**config.mk**
```make
export PLATFORM = sky130hd
export DESIGN_NAME = stack_ctrl_unit
export DESIGN_NICKNAME = d
export VERILOG_FILES = /design/src/rtl/stack_ctrl_unit.sv
export SDC_FILE = /design/constraint.sdc
export NUM_CORES = 1
export LEC_CHECK = 0
export CORE_ASPECT_RATIO = 0.8
export CORE_UTILIZATION = 55
export DETAILED_ROUTE_END_ITERATION = 8
export PLACE_DENSITY_LB_ADDON = 0.15
export SLEW_MARGIN = 25
export SYNTH_ARGS = -nofsm -noshare
export SYNTH_HDL_FRONTEND = slang
export SYNTH_SLANG_ARGS = --single-unit
```
**constraint.sdc**
```tcl
create_clock -name clock -period 6.3 [get_ports clock]
set_input_delay 0.63 -clock clock [delete_from_list [all_inputs] [get_ports clock]]
set_output_delay 0.63 -clock clock [all_outputs]
set_load 0.03 [all_outputs]
```
**src/rtl/stack_ctrl_unit.sv**
```systemverilog
// Stack control unit: runs one command per req/ack and drives the PO alpha/beta pulses; ack at +3 cycles for PUSH, +2 otherwise.
// No downstream backpressure; upstream holds req/op until ack. Optional sticky error flag via `STACK_STICKY_ERR_EN.
module stack_ctrl_unit #(
  parameter int DEPTH = 1024,
  parameter int CW    = 11
) (
  input  logic          clock,
  input  logic          reset_n,
  input  logic          req,
  input  logic [1:0]    op,
  output logic          ack,
  output logic          err,
  output logic          busy,
  output logic [CW-1:0] count,
  output logic          err_sticky,
  output logic          beta_datain,
  output logic          beta_mem,
  output logic          alpha_k_mem1,
  output logic          beta_hd,
  output logic [2:0]    alpha_alu2,
  output logic          beta_dataout
);

  localparam logic [1:0] OP_PUSH  = 2'b00;
  localparam logic [1:0] OP_POP   = 2'b01;
  localparam logic [1:0] OP_TOP   = 2'b10;
  localparam logic [1:0] OP_CLEAR = 2'b11;

  localparam logic [2:0] ALU_INC  = 3'b000;
  localparam logic [2:0] ALU_DEC  = 3'b001;
  localparam logic [2:0] ALU_ZERO = 3'b010;

  localparam logic [CW-1:0] FULL_COUNT = CW'(DEPTH);

  typedef enum logic [2:0] {
    S_IDLE    = 3'd0,
    S_PUSH_LD = 3'd1,
    S_PUSH_WR = 3'd2,
    S_RD      = 3'd3,
    S_CLR     = 3'd4,
    S_ERR     = 3'd5,
    S_DONE    = 3'd6
  } state_t;

  state_t     state;
  state_t     nxt;
  logic [1:0] op_q;
  logic [1:0] op_eff;
  logic       is_full;
  logic       is_empty;

  assign is_full  = (count == FULL_COUNT);
  assign is_empty = (count == '0);

  // While leaving IDLE the latched op is not yet valid, so decode from the live input.
  assign op_eff = (state == S_IDLE) ? op : op_q;

  always_comb begin
    nxt = state;
    case (state)
      S_IDLE: begin
        if (req) begin
          case (op)
            OP_PUSH:  nxt = is_full  ? S_ERR : S_PUSH_LD;
            OP_POP,
            OP_TOP:   nxt = is_empty ? S_ERR : S_RD;
            default:  nxt = S_CLR;
          endcase
        end
      end
      S_PUSH_LD: nxt = S_PUSH_WR;
      S_PUSH_WR,
      S_RD,
      S_CLR,
      S_ERR:     nxt = S_DONE;
      S_DONE:    nxt = S_IDLE;
      default:   nxt = S_IDLE;
    endcase
  end

  // Outputs are registered from the next state so they line up with the state they belong to.
  always_ff @(posedge clock or negedge reset_n) begin
    if (!reset_n) begin
      state        <= S_IDLE;
      op_q         <= OP_PUSH;
      count        <= '0;
      ack          <= 1'b0;
      err          <= 1'b0;
      busy         <= 1'b0;
      beta_datain  <= 1'b0;
      beta_mem     <= 1'b0;
      alpha_k_mem1 <= 1'b0;
      beta_hd      <= 1'b0;
      alpha_alu2   <= ALU_INC;
      beta_dataout <= 1'b0;
    end else begin
      state <= nxt;
      if (state == S_IDLE && req) begin
        op_q <= op;
      end

      case (state)
        S_PUSH_WR: count <= count + CW'(1);
        S_RD:      if (op_q == OP_POP) count <= count - CW'(1);
        S_CLR:     count <= '0;
        default:   count <= count;
      endcase

      busy         <= (nxt != S_IDLE);
      ack          <= (nxt == S_DONE);
      err          <= (nxt == S_DONE) && (state == S_ERR);
      beta_datain  <= (nxt == S_PUSH_LD);
      beta_mem     <= (nxt == S_PUSH_WR);
      alpha_k_mem1 <= (nxt == S_RD);
      beta_dataout <= (nxt == S_RD);
      beta_hd      <= (nxt == S_PUSH_WR) || (nxt == S_CLR) ||
                      ((nxt == S_RD) && (op_eff == OP_POP));
      if ((nxt == S_RD) && (op_eff == OP_POP)) begin
        alpha_alu2 <= ALU_DEC;
      end else if (nxt == S_CLR) begin
        alpha_alu2 <= ALU_ZERO;
      end else begin
        alpha_alu2 <= ALU_INC;
      end
    end
  end

`ifdef STACK_STICKY_ERR_EN
  logic sticky_q;

  always_ff @(posedge clock or negedge reset_n) begin
    if (!reset_n) begin
      sticky_q <= 1'b0;
    end else if (nxt == S_CLR) begin
      sticky_q <= 1'b0;
    end else if ((nxt == S_DONE) && (state == S_ERR)) begin
      sticky_q <= 1'b1;
    end
  end

  assign err_sticky = sticky_q;
`else
  assign err_sticky = 1'b0;
`endif

endmodule
```
# [Yosys cells after proc, flatten, opt, wreduce, memory -nomap -nowiden]
# Index checks and enable logic that the tools add are counted.
[totals] inputBits=5 elab_cells=52 ff_bits=26
[op_classes] addsub=2 eq_ne=16 mux=10 reduce_logical=13
[ops] operator="one-hot mux 11 bit (3 select lines)" n=1
[ops] operator="equality test 3 x 2 -> 1 bit (second input constant)" n=4
[ops] operator="equality test 3 bit (second input constant)" n=4
[ops] operator="adder 11 x 1 -> 11 bit (second input constant)" n=1
[ops] operator="equality test 11 bit (second input constant)" n=1
[ops] operator="logical NOT 11 bit" n=1
[ops] operator="2-to-1 mux 11 bit" n=1
[ops] operator="subtractor 11 x 1 -> 11 bit (second input constant)" n=1
[ops] operator="2-to-1 mux 3 bit" n=3
[ops] operator="one-hot mux 3 bit (3 select lines)" n=1
[ops] operator="equality test 2 x 1 -> 1 bit (second input constant)" n=3
[ops] operator="equality test 3 x 1 -> 1 bit (second input constant)" n=2
[ops] operator="2-to-1 mux 2 bit" n=3
[ops] operator="one-hot mux 3 bit (2 select lines)" n=1
[ops] operator="nonzero test 3 bit" n=2
[ops] operator="OR reduction 4 bit" n=1
[ops] operator="logical AND 1 bit" n=3
[ops] operator="logical NOT 3 bit" n=1
[ops] operator="equality test 2 bit (second input constant)" n=1
[ops] operator="logical NOT 2 bit" n=1
[ops] operator="logical OR 1 bit" n=2
[ops] operator="inequality test 2 bit (second input constant)" n=1
[ops] operator="AND reduction 2 bit" n=1
[ops] operator="OR reduction 2 bit" n=1

# [Longest topological paths before layout]
# Gate-level depths: netlist of run 1.
[logic_depth] depth_word=8 mapped_depth=9

# [Worst setup path before layout of run 1]
# No wires, ideal clock.
[synth_path] path_type="register to register" start="register state[2]" end="register count[9]" path_stages_with_launch=10 arrival_ns=2.329 slack_ns=3.836 setup_ns=0.134 period_less_slack_ns=2.464 t_required_ns=6.166 n_path_buf=0 cell_sequence="dfrtp_1 > and2b_1 > and2_1 > ha_1 > a21o_2 > a21oi_1 > o21ai_0 > a221oi_1 > xor2_1 > o21ai_0"
[synth_between] elab_chain_len=3
[synth_lines] item="from (decl)" line="45" rtl="state_t state;"
[synth_lines] item="from (signal assigned)" line="97" rtl="state <= nxt;"
[synth_lines] item="equality test 3 x 2 -> 1 bit or equality test 3 bit (tied branches)" line="102" rtl="case (state)"
[synth_lines] item="inequality test 2 bit (no source line) or nonzero test 3 bit (tied branches)"
[synth_lines] item="AND reduction 2 bit (no source line)"
[synth_lines] item="to (signal assigned)" line="103" rtl="S_PUSH_WR: count <= count + CW'(1);"
[synth_lines] item="to (signal assigned)" line="104" rtl="S_RD: if (op_q == OP_POP) count <= count - CW'(1);"
[synth_lines] item="to (signal assigned)" line="106" rtl="default: count <= count;"
[synth_lines] item="to (decl)" line="14" rtl="output logic [CW-1:0] count,"
# Parallel ways exist; a longest one is shown, timed or not.
# A chain may end at the register's enable or synchronous reset.

# [Worst setup path after layout of run 1]
# Same ends and word-level chain as after synthesis.

==> results of run 1 <==
==> cell families after synthesis <==
| group | after synthesis | share of synthesized area (%) |
|---|---|---|
| xor+xnor | 9 | 5.34 |
| other cells | 1 | 0.254 |
| buf+inv | 11 | 3.56 |
| fa+ha+maj | 12 | 10.7 |
| compound gates | 37 | 16.6 |
| flops | 25 | 42.4 |
| simple gates | 47 | 19.1 |
| mux | 3 | 2.12 |
==> Yosys cell counts, types with 2 or more instances <==
cell type / count
sky130_fd_sc_hd__dfrtp_1: 25
sky130_fd_sc_hd__o21ai_0: 12
sky130_fd_sc_hd__ha_1: 11
sky130_fd_sc_hd__nand3_1: 9
sky130_fd_sc_hd__nand2_1: 8
sky130_fd_sc_hd__a21oi_1: 7
sky130_fd_sc_hd__nor2_1: 7
sky130_fd_sc_hd__a21o_1: 6
sky130_fd_sc_hd__inv_1: 6
sky130_fd_sc_hd__xnor2_1: 5
sky130_fd_sc_hd__xor2_1: 4
sky130_fd_sc_hd__buf_4: 3
sky130_fd_sc_hd__nor3_1: 3
sky130_fd_sc_hd__and2_1: 2
sky130_fd_sc_hd__mux2i_1: 2
sky130_fd_sc_hd__nor2b_1: 2
sky130_fd_sc_hd__o211ai_1: 2
sky130_fd_sc_hd__o21bai_1: 2
==> path summary, 6_finish.rpt <==
check / from / endpoint / slack, ps / cells past startpoint
setup / recovery: state[2]$_DFF_PN0_ / count[9]$_DFFE_PN0P_ / 3440 / 9
max in group asynchronous: reset_n / count[6]$_DFFE_PN0P_ / 5660 / 1
setup reg to reg: state[2]$_DFF_PN0_ / count[9]$_DFFE_PN0P_ / 3440 / 9
hold reg to reg: op_q[0]$_DFFE_PN0P_ / op_q[0]$_DFFE_PN0P_ / 530 / 2
hold / removal: reset_n / err$_DFF_PN0_ / 280 / 1
min in group clock: op_q[0]$_DFFE_PN0P_ / op_q[0]$_DFFE_PN0P_ / 530 / 2
==> sequential cells by signal, summed over array words and instances (netlist names) <==
signal and count:
op_q 2, count 11, ack 1, err 1
alpha_alu2 2, beta_mem 1, beta_datain 1, busy 1
beta_hd 1, state 3, beta_dataout 1
==> metrics by stage <==
step | hold WS [ps] | instance area (µm²) | total power, µW | util [%]
6_report | 283 | 1770 | 797 | 70.7
3_3_place_gp | 473 | 1750 | 709 | 69.8
3_5_place_dp | 500 | 1740 | 727 | 69.6
2_1_floorplan | 334 | 1480 | 581 | -
4_1_cts | 294 | 1770 | 798 | 70.7
5_1_grt | 305 | 1770 | 857 | 70.7
==> layout make-up <==
cell class              instances  area [µm²]
fillers                       191         734
flip-flops and latches         25         626
repair buffers                 25         245
inverters                       6        22.5
clock inverters                 1        5.00
multi-input cells             110         802
clock buffers                   3        22.5
well taps                      36        45.0
==> critical path: stages (launching register included) <==
cell                       delay [ps]
sky130_fd_sc_hd__dfrtp_1          470
sky130_fd_sc_hd__and2b_1          240
sky130_fd_sc_hd__and2_1           460
sky130_fd_sc_hd__ha_1             340
sky130_fd_sc_hd__a21o_2           190
sky130_fd_sc_hd__a21oi_1          290
sky130_fd_sc_hd__o21ai_0          150
sky130_fd_sc_hd__a221oi_1         330
sky130_fd_sc_hd__xor2_1           180
sky130_fd_sc_hd__o21ai_0           90
==> where the power goes <==
group | switching [µW] | internal [µW] | total [µW] | leakage, µW
logic | 261 | 186 | 446 | 0.000504
clock network | 45.0 | 23.7 | 68.7 | 0.0000177
registers | 68.3 | 214 | 282 | 0.000330
==> per-layer routing <==
layer	routed length, µm	share of wire [%]	vias up
li1	-	-	563
met1	1410	46	552
met2	1460	48	41
met3	163	5.4	0
met4	0	0	0
met5	0	0	-
==> metrics list, run 1 <==
- In this run, synthesis produced a sequential element count of 25.
- Most frequent standard cell in the layout excluding fill and tap cells: sky130_fd_sc_hd__dfrtp_1
- Setup total negative slack on the finished layout was measured at 0 ps.
- Area Overhead vs Synth: 19.7%
- Vertical extent of the die: 48.3 µm
- Most frequent cells in the layout: sky130_fd_sc_hd__dfrtp_1, sky130_fd_sc_hd__clkdlybuf4s50_1, sky130_fd_sc_hd__o21ai_0, sky130_fd_sc_hd__ha_1, sky130_fd_sc_hd__nand3_1
- Part of the Yosys area used for sequential elements: between 40 and 50%
- Once the clock tree was built, the resizer swapped 0 gates to a different size.
* Top-area cell type share of the netlist area: between 40% and 50%
- Average routed wire per standard cell: 14.7 µm
- Classification of the worst-slack hold path: input pin to async pin
- Met2 Track Usage GR: 36.7%
- The die is 59.9 µm wide.
- Achievable Freq: roughly 0.35 GHz
- After detailed routing, the number of remaining DRC violations is 0.
- 0 antenna diodes ended up in the layout.
- The HPWL after detailed placement is ~2300 µm.
- Max capacitance violation total: 0
- Clock Tree Root: sky130_fd_sc_hd__clkbuf_4
- Wires add up to 3030 µm.
* Combined global-route utilization of all metal layers: 23.5%
- At the placement stage, the worst setup path has a slack of 3500 ps.
* Largest area contributor in the synthesized netlist: sky130_fd_sc_hd__dfrtp_1
- Synthesis produced 145 cells.
- At the pin with the least slew margin, the transition time is slightly below 600 ps.
- The count of nets left with antenna violations once routing finished came out at 0.
* Hold buffers post-CTS: 0
* Buffers from clock root to sink, at most: 2
- In this run, synthesis inferred 0 flip-flops with an integrated enable.
- Worst clock skew on the final layout: 1.59 ps
- STA classifies the critical path endpoint as a flip-flop.
- Core footprint: about 2500 µm²
* Floorplan die area: 2900 µm²
- The worst path uses 45.4% of the clock period.
- The final route contains 1156 vias.
* Max-Slew Margin vs Limit: roughly three fifths
- The via count of the first global-routing pass was 1155.
- The final number of max-transition violations was 0.
* Antenna violations before repair: 0
- Most used flip-flop cell after synthesis: sky130_fd_sc_hd__dfrtp_1
- Reg clk slew, reported paths: 130 ps
* Total grt overflow: 0
- Number of placed I/O pins: 28
- Static power due to leakage: 0.000852 µW
- The later pin in the worst-skew pair is clocked with a latency of 310 ps.
- 1st-pass router iterations: 4
- Pwr per Cell Area: about 450 nW/µm²
- For this configuration, the core starts out at a cell density of between 50 and 60%.
* First-pass GRT wire length: 5220 µm
* M3 GR Usage: approximately 5.9%
- Final hold violations: 0
- Setup repair after global routing missed its margin: false
- In the post-synthesis netlist, the biggest area contributors are sky130_fd_sc_hd__dfrtp_1, sky130_fd_sc_hd__ha_1, sky130_fd_sc_hd__o21ai_0.
- Routability-driven placement finished with a final weighted congestion of around 0.88.
- The synthesized netlist occupies a cell area of approximately 1500 µm².
- Category of the most critical setup path: flip-flop to flip-flop
* Detailed router's first-iteration violation count: 62
- After detailed placement, the design holds a cell count of 202.
* Maximum fanout encountered on the critical timing path: 12
* Startpoint type of the worst setup path: flip-flop
- Worst path required time: 6480 ps
- Crit path time final: 2860 ps
- Post-synthesis area per instance: 10.2 µm²
* Arrival time of the worst setup path: around 3000 ps
- The floorplan has 16 rows.
- The Yosys step of the flow raised 0 warnings.
- For this run, the post-layout net count is 188.
* Post-layout instance count excluding filler cells: slightly above 200
- Final setup vio count: 0
- In the global route stage, met1 resource usage came out at approximately 34%.
* Number of H-tree levels: 1
* Number of buffer cells added on primary ports: 25
- Setup slack on the critical path of the routed design comes to 3440 ps.
* Pin count of the biggest net entering global routing: 26
- Cells with a size suffix above 1 make up 10.0% of the layout.
- In this run the post-CTS setup repair buffer count came out at 0.
- Result of the run: finished, final reports clean
- Counting every sink on the clock net gives 25.
- Asr flop ratio synth: 100%
- TritonCTS built the clock tree.
- Max rail drop VDD: 0.233 mV
- Counting distinct cell types in the post-synthesis netlist gives 47.
* Most Used Layer, Global Route: met2
- In this run, CTS created clock tree buffers numbering 3.
* Number of vias per cell: 5.61
Power figures use the tool's default switching activity.
==> run 2, diff against run 1 <==
Settings changed: CORE_UTILIZATION 55 to 51.
Clock period 6.3 ns to 3 ns, I/O delays scaled along.
==> run 2 against run 1 <==
  * Register-to-register slack lost 3100 ps
  * Non-clock buffer count grew 1
  * Sequential power grew 110%
  * Worst setup slack lost 3100 ps
  * Largest cell class unchanged
  * Combinational power grew 110%
  * Count of clock-buffer cells in the layout is the same
  * Core utilization shrank 5.5 points
  * Final cell count grew 1.5%
  * Highest routed layer unchanged
  * Sequential share of layout area shrank 0.37 points
  * Cell area grew 1.1%
==> metrics list, run 2 (synthesis results as in run 1) <==
* Clock Tree Root: sky130_fd_sc_hd__clkbuf_4
- Fill cell total of the finished layout: 212 (+11%)
- The critical-path maximum fanout came to 12 (unchanged).
- The worst clock skew came to 11.7 ps (+10.1 ps).
* Reg clk slew, reported paths: 150 ps (+20 ps)
- The area of the die came to 3120 µm² (+7.6%).
- Category of the most critical setup path: flip-flop to flip-flop
- The final net count was 189 (+0.53%).
- The initial core utilization came to 53.8% (-5.2 points).
- The sum of net half-perimeters after detailed placement came to 2190 µm (-5.0%).
- Number of H-tree levels: 1 (unchanged)
- The buffer count from post-CTS setup fixing was 0 (unchanged).
- Slowest cell delay on critical path: 480 ps (about the same)
- Share of post-route cells with drive strength above 1: 10.5% (+0.53 points)
* Slowest CP cell: sky130_fd_sc_hd__dfrtp_1
* Crit end category: flip-flop
- The placed cell count is 205 (+1.5%).
* Number of global-route vias before repair: 1072 (-7.2%)
- Slew of the pin with the lowest slew margin: 621 ps (+43.9 ps)
- The number of vias per cell after detailed routing was 5.39 (-4.0%).
* DR WL met2: 1290 µm (-11%)
- Overall Power: 1670 µW (+110%)
* Classification of the worst-slack hold path: input pin to async pin
- Number of cells traversed by the worst register-to-register path: 9 (unchanged)
- The worst hold slack across all endpoints was 322 ps (+39.4 ps).
- The final sum of negative setup slack is 0 ps (unchanged).
* Post-layout instance count excluding filler cells: 209 (+1.5%)
* Max-slew violations: 0 (unchanged)
- The cell that appears most often on the critical path is sky130_fd_sc_hd__o21ai_0.
- Antenna violations before repair: 0 (unchanged)
* Highest metal layer used by the detailed router: met3
* Antenna-violating nets left: 0 (unchanged)
* Combined global-route utilization of all metal layers: 21.3% (-2.2 points)
* Family of cells with the greatest summed delay on the critical path: compound AO/OA/AOI/OAI gates
* Most frequent cells in the layout: sky130_fd_sc_hd__dfrtp_1, sky130_fd_sc_hd__clkdlybuf4s50_1, sky130_fd_sc_hd__o21ai_0, sky130_fd_sc_hd__ha_1, sky130_fd_sc_hd__nand3_1
- Setup repair after global routing left no endpoint under its margin.
* Final weighted congestion in routability-driven placement: 0.801 (-9.4%)
- The minimum clock period after layout is 2630 ps (-226 ps).
* Total grt overflow: 0 (unchanged)
- Number of sinks driven by the clock tree: 25 (unchanged)
- The largest registers in the layout are count (11), state (3).
- The core outline area came to 2740 µm² (+9.6%).
- Final cycle utilization of the critical path: 87.8% (+42 points)
* Pwr per Cell Area: 935 nW/µm² (+110%)
* Max capacitance violation total: 0 (unchanged)
- DP Worst Slack: 216 ps (-3280 ps)
* Pin count of the biggest net entering global routing: 26 (unchanged)
- Final setup vio count: 0 (unchanged)
* Startpoint type of the worst setup path: flip-flop
* First-pass GRT wire length: 5090 µm (-2.5%)
* Critical-path cell list: and2b_1 > and2_2 > ha_1 > a21o_2 > a21oi_1 > o21ai_0 > a221oi_1 > xor2_1 > o21ai_0
* Arrival time of the worst setup path: 2830 ps (-210 ps)
- Achievable Freq: 0.380 GHz (+8.6%)
* Number of rows created at floorplan: 17 (+1)
- Area occupied by registers: 626 µm² (unchanged)
* Final hold violations: 0 (unchanged)
* Max reg flops: 11 (unchanged)
- The combined area of the multi-input logic cells is 803 µm² (+0.16%).
- Vertical extent of the die: 50.1 µm (+3.7%)
- The clock latency on the worst-skew pair is 320 ps (about the same).
- 1st-pass router iterations: 4 (unchanged)
- The routed wire length on met3 came to 96 µm (-41%).
- Final worst slack: 366 ps (-3070 ps)
- The floorplan die width is 62.2 µm (+3.7%).
- TritonCTS built the clock tree.
- The total routed wirelength was 2910 µm (-4.0%).
* Total clock buffers created by CTS: 3 (unchanged)
- Detailed router's first-iteration violation count: 30 (-52%)
* DRC viols: 0 (unchanged)
* Worst path required time: 3200 ps (-3280 ps)
- The worst slew margin relative to its limit came to 58.5% (-2.9 points).
- Result of the run: finished, final reports clean
* Buffers from clock root to sink, at most: 2 (unchanged)
- The count of input and output buffers came to 25 (unchanged).
- Ranked by flip-flop count, first place goes to count.
* Number of buffer and inverter instances along the worst setup path: 0 (unchanged)
- Relative to the synthesized area, the layout overhead comes to 21.0%.
* Number of placed I/O pins: 28 (unchanged)
- Static power due to leakage: 0.000854 µW (+0.21%)
- Cell count along the critical path: 9 (unchanged)
- Via count: 1126 (-2.6%)
- Antenna Diode Count: 0 (unchanged)
- The total of hold buffers inserted after clock tree synthesis came to 0 (unchanged).
- Max rail drop VDD: 0.419 mV (+80%)
* Met1 layer wirelength in the final routing: 1520 µm (+7.9%)
- Average routed wire per standard cell: 13.9 µm (-5.4%)
run 2: worst register-to-register path, stage by stage (launching register included):
cell	delay [ps]
sky130_fd_sc_hd__dfrtp_1	480
sky130_fd_sc_hd__and2b_1	250
sky130_fd_sc_hd__and2_2	310
sky130_fd_sc_hd__ha_1	290
sky130_fd_sc_hd__a21o_2	180
sky130_fd_sc_hd__a21oi_1	290
sky130_fd_sc_hd__o21ai_0	140
sky130_fd_sc_hd__a221oi_1	320
sky130_fd_sc_hd__xor2_1	160
sky130_fd_sc_hd__o21ai_0	90
run 2: final timing paths:
check | slack [ps] | startpoint | endpoint
min in group clock | 500 | op_q[1]$_DFFE_PN0P_ | op_q[1]$_DFFE_PN0P_
hold / removal | 320 | reset_n | beta_hd$_DFF_PN0_
hold reg to reg | 500 | op_q[1]$_DFFE_PN0P_ | op_q[1]$_DFFE_PN0P_
setup reg to reg | 370 | state[2]$_DFF_PN0_ | count[9]$_DFFE_PN0P_
setup / recovery | 370 | state[2]$_DFF_PN0_ | count[9]$_DFFE_PN0P_
max in group asynchronous | 2420 | reset_n | count[7]$_DFFE_PN0P_
run 2: final cells by class:
class / instances / area share [%]
Inverter: 6 / 1.26
Tap cell: 38 / 2.66
Timing Repair Buffer: 26 / 14.4
Multi-Input combinational cell: 110 / 45.0
Clock buffer: 3 / 1.26
Clock inverter: 1 / 0.420
Sequential cell: 25 / 35.0
run 2: layer usage:
metal / vias to the layer above / track usage (%)
met5: - / 0
met4: 0 / 1.16
met3: 0 / 5.09
met2: 22 / 34.6
met1: 535 / 30.3
li1: 569 / -
run 2: metrics by stage:
stage               area, µm²  util, %
global placement         1760     64.0
CTS                      1790     65.1
floorplan                1480        -
finish                   1790     65.1
global route             1790     65.1
detailed placement       1760     64.0
run 2: repair_timing:
action                                 in CTS  in global routing
resized for setup                           0                  1
setup endpoints to repair                   0                  2
endpoints found under the hold margin       0                  0
run 2: power breakdown:
part           total, µW  switching [µW]  leakage [µW]  internal, µW
clock                155             104     0.0000139          50.9
combinational        930             540      0.000509           390
sequential           587             138      0.000330           449
total               1670             781      0.000854           891
